[src/rtl/stage_mem_stream_ctrl.sv]
// FIFO controller wrapping an external 1-cycle-latency stage memory.
// Sequential write/read pointers; a 2-entry output buffer hides the read latency.
module stage_mem_stream_ctrl #(
   parameter int WIDTH = 32,
   parameter int AW    = 6
) (
   input  logic             clk,
   input  logic             reset,
   input  logic             flush,
   input  logic             in_valid,
   input  logic [WIDTH-1:0] in_data,
   output logic             in_ready,
   output logic             out_valid,
   output logic [WIDTH-1:0] out_data,
   input  logic             out_ready,
   output logic             mem_wr_en,
   output logic [AW-1:0]    mem_wr_addr,
   output logic [WIDTH-1:0] mem_wr_data,
   output logic             mem_rd_en,
   output logic [AW-1:0]    mem_rd_addr,
   input  logic [WIDTH-1:0] mem_rd_data,
   output logic [AW:0]      level
);

   localparam logic [AW:0] LVL_FULL = {1'b1, {AW{1'b0}}};

   logic [AW-1:0] r_wr_ptr;
   logic [AW-1:0] r_rd_ptr;
   logic [AW:0]   r_level;
   logic          r_rd_pending;
   logic [1:0]    r_buf_cnt;
   logic          r_head;

   logic             w_wr_en;
   logic             w_rd_en;
   logic             w_pop;
   logic             w_push;
   logic             w_tail;
   logic [2:0]       w_occ;
   logic [WIDTH-1:0] w_entry [2];

   assign w_wr_en = in_valid && in_ready && !flush;
   assign w_pop   = out_valid && out_ready;
   assign w_push  = r_rd_pending;

   // Words already buffered or on their way back, after this cycle's pop.
   assign w_occ   = {1'b0, r_buf_cnt} + {2'b00, r_rd_pending} - {2'b00, w_pop};
   assign w_rd_en = (r_level != '0) && (w_occ < 3'd2) && !flush;

   // With two slots, the free slot is the head when full (only legal alongside a pop).
   assign w_tail  = r_head ^ r_buf_cnt[0];

   assign in_ready    = (r_level != LVL_FULL);
   assign mem_wr_en   = w_wr_en;
   assign mem_wr_addr = r_wr_ptr;
   assign mem_wr_data = in_data;
   assign mem_rd_en   = w_rd_en;
   assign mem_rd_addr = r_rd_ptr;
   assign level       = r_level;
   assign out_valid   = (r_buf_cnt != 2'd0);
   assign out_data    = w_entry[r_head];

   always_ff @(posedge clk) begin
      if (reset || flush) begin
         r_wr_ptr     <= '0;
         r_rd_ptr     <= '0;
         r_level      <= '0;
         r_rd_pending <= 1'b0;
         r_buf_cnt    <= 2'd0;
         r_head       <= 1'b0;
      end else begin
         r_wr_ptr     <= r_wr_ptr + AW'(w_wr_en);
         r_rd_ptr     <= r_rd_ptr + AW'(w_rd_en);
         r_level      <= r_level + (AW+1)'(w_wr_en) - (AW+1)'(w_rd_en);
         r_rd_pending <= w_rd_en;
         r_buf_cnt    <= r_buf_cnt + 2'(w_push) - 2'(w_pop);
         r_head       <= r_head ^ w_pop;
      end
   end

   genvar gi;
   generate
      for (gi = 0; gi < 2; gi++) begin : g_buf
         logic [WIDTH-1:0] r_entry;
         always_ff @(posedge clk) begin
            if (w_push && !reset && !flush && (w_tail == 1'(gi)))
               r_entry <= mem_rd_data;
         end
         assign w_entry[gi] = r_entry;
      end
   endgenerate

endmodule

[config.mk]
export PLATFORM = sky130hd
export DESIGN_NAME = stage_mem_stream_ctrl
export DESIGN_NICKNAME = d
export VERILOG_FILES = /design/src/rtl/stage_mem_stream_ctrl.sv
export SDC_FILE = /design/constraint.sdc
export NUM_CORES = 1
export LEC_CHECK = 0
export ABC_AREA = 1
export CAP_MARGIN = 20
export CORE_MARGIN = 5
export CORE_UTILIZATION = 47
export CTS_CLUSTER_SIZE = 12
export DETAILED_ROUTE_END_ITERATION = 16
export HOLD_SLACK_MARGIN = 0.12
export PLACE_DENSITY = 0.89
export SYNTH_ARGS = -nofsm -noshare
export SYNTH_HDL_FRONTEND = slang
export SYNTH_SLANG_ARGS = --single-unit
[constraint.sdc]
create_clock -name clk -period 7.2 [get_ports clk]
set_input_delay 1.44 -clock clk [delete_from_list [all_inputs] [get_ports clk]]
set_output_delay 1.44 -clock clk [all_outputs]
set_load 0.02 [all_outputs]
==> impl_metrics.tcl <==
set metrics [dict create \
    outcome "finished, final reports clean" \
    initial_core_util 0.475 \
    numCtsBuffers 9 \
    holdPathStages 2 \
    synth-async-reset-ratio 0 \
    antennaDiodeCount 0 \
    cts_setup_buffers 0 \
    hold_violations 0 \
    final_area_mm2 0.00481 \
    use_met3 0.0595 \
    final_cells 546 \
    path_class "primary input to primary output" \
    yosys_warnings 0 \
    dr_total_vias 2630 \
    cp_max_fo 3 \
    fp.dieH_um 100 \
    grtUsageMet1 0.187 \
    p_leak_uw 0.00189 \
    grtUsageMet2 0.278 \
    r2r_slack_ps 3630 \
    setup-tns-final_ps 0 \
    cts-resized-gates 0 \
    r2r-start "r_buf_cnt[1]" \
    yosysSeqAreaShare 0.619 \
    clock_tree.buffer_depth 2 \
    post-dp-hpwl_um 5620 \
    clk_pin_slew_ps 90 \
    rsz0062_at_grt "false" \
    whs_endpoint "mem_rd_addr[4]" \
    slew_headroom 0.350 \
    worst_slack_ps 1690 \
    cp_cell_sequence "clkdlybuf4s50_1 -> o21a_1 -> ha_1 -> inv_1 -> ha_1 -> inv_1 -> fa_1 -> nand3_1 -> nor2_1 -> clkdlybuf4s50_1" \
    overflow 0 \
    whs_ps 494 \
    grt_pass1_wl_um 12800 \
    die_w_um 100 \
    io_buffers 91 \
    slowest_stage "clkdlybuf4s50_1" \
    grt_usage 0.163 \
    synth_area_per_cell_um2 10.3 \
    grt_pass1_vias 2777 \
    endpoint_kind "primary output" \
    drt_wl_total_um 7980 \
    htreeDepth 3 \
    io_pins 156 \
    gp_congestion 0.820 \
    ir_drop_mv 0.253 \
    syn_nets 460 \
    synth_ff_type "edfxtp_1" \
    clock_latency_ps 340 \
    cap_violations 0 \
    final_cell_mix "124 x nand2_1, 91 x clkdlybuf4s50_1, 64 x edfxtp_1" \
    worst_pin_slew_ps 972 \
    num_rows 33 \
    worst_r2r_endpoint "level[4]" \
    grt_max_degree 36 \
    pre_cts_ws_ps 1700 \
    cp_slowest_stage_delay_ps 670 \
    hp-start "mem_rd_addr[4]" \
    syn_area_mm2 0.00385 \
    period_needed_ps 5510 \
    syn_inst 374 \
    fillers 661 \
    skew_ps 8.05 \
    drive_gt1_frac 0.0567 \
    dpl.cell_count 530 \
    reg2regPathDepth 20 \
    antenna_found_initial 0 \
    placed_area_mm2 0.00462 \
    setup_viol 0 \
    drt-vias-per-instance 4.82 \
    synth_edf_count 64 \
    postCtsHoldBufs 0 \
    grt-busiest-layer "met2" \
    cp.arrival_ps 4070 \
    yosysUniqueCellTypes 25 \
    area_delta_synth_final_pct 25.1 \
    required_ps 5760 \
    fmax_mhz 182 \
    wire_per_inst_um 14.6 \
    fin_nets 522 \
    layout.cells.most_common "nand2_1" \
    p_per_area_mw_per_mm2 268 \
    dieArea_mm2 0.0101 \
    ant_nets 0 \
    critPathLaunchType "primary input" \
    hp-class "register to register" \
    cts_num_sinks 87 \
    cts_tree "done" \
    drv_slew 0 \
    first_pass_iters 4 \
    drc 0 \
    root_buffer "clkbuf_8" \
    fin_crit_sh 0.765 \
    core_area_mm2 0.00809 \
    synth-seq-cells 87 \
    drtIter0Drc 87 \
]
per-layer routing:
metal  vias to the layer above  wire, µm
li1                       1287         -
met1                      1207      3070
met2                       107      3970
met3                        29       702
met4                         0       236
met5                         -         0
state kept, by name, summed over array words and instances, names as in the netlist:
register,flops
r_rd_pending,1
r_head,1
mem_rd_addr,6
level,7
g_buf.r_entry,64
mem_wr_addr,6
r_buf_cnt,2
cell families after synthesis:
| logic type | synth area share |
|---|---|
| AOI/OAI and AO/OA | 0.0202 |
| xor gates and xnor gates | 0.00456 |
| adders and majority gates | 0.0592 |
| buffers and inverters | 0.114 |
| DFF | 0.619 |
| and+or+nand+nor | 0.183 |
critical path, delay by kind of cell:
| family | cells | cell delay (ps) |
|---|---|---|
| AO/OA/AOI/OAI | 1 | 150 |
| buffers and inverters | 4 | 1230 |
| adder cells (fa/ha/maj) | 3 | 890 |
| AND/OR/NAND/NOR | 2 | 340 |
where the power goes:
part	switching, µW	total, µW	internal [µW]
combinational	216	377	161
clock	171	332	160
sequential	18.7	579	561
total	405	1290	883
cell type report:
type	count	area [µm²]	share of cell area
clock buffers	9	124	0.0257
multi-input cells	208	1040	0.217
well taps	105	131	0.0273
flip-flops and latches	87	2380	0.495
clock inverters	7	71.3	0.0148
inverters	38	143	0.0296
repair buffers	92	918	0.191
worst max-delay path by stage:
stage                          from         to  slack (ps)  cells after the start
after global placement    out_ready  mem_rd_en        1780                     10
after floorplan           out_ready   level[4]        2710                     20
after detailed placement  out_ready  mem_rd_en        1700                     10
after CTS                 out_ready  mem_rd_en        1690                     10
after global routing      out_ready  mem_rd_en        1540                     10
final                     out_ready  mem_rd_en        1690                     10
synth_stat cells (2+ instances only):
| library cell | n | area (µm²) |
|---|---|---|
| nand2_1 | 124 | 465 |
| edfxtp_1 | 64 | 1920 |
| inv_1 | 35 | 131 |
| buf_4 | 33 | 248 |
| nor2_1 | 29 | 109 |
| dfxtp_1 | 23 | 460 |
| ha_1 | 15 | 188 |
| a21oi_1 | 9 | 45.0 |
| nand3_1 | 9 | 45.0 |
| buf_2 | 7 | 35.0 |
| o21ai_0 | 5 | 25.0 |
| nor3_1 | 4 | 20.0 |
| inv_2 | 3 | 11.3 |
| fa_1 | 2 | 40.0 |
| nor3_2 | 2 | 20.0 |
per-stage QoR:
stage | util | power (µW)
6_report | 0.595 | 1290
2_1_floorplan | - | 862
3_5_place_dp | 0.571 | 963
3_3_place_gp | 0.571 | 953
4_1_cts | 0.595 | 1300
5_1_grt | 0.595 | 1370
No activity file was read; power rests on OpenSTA's default activity.
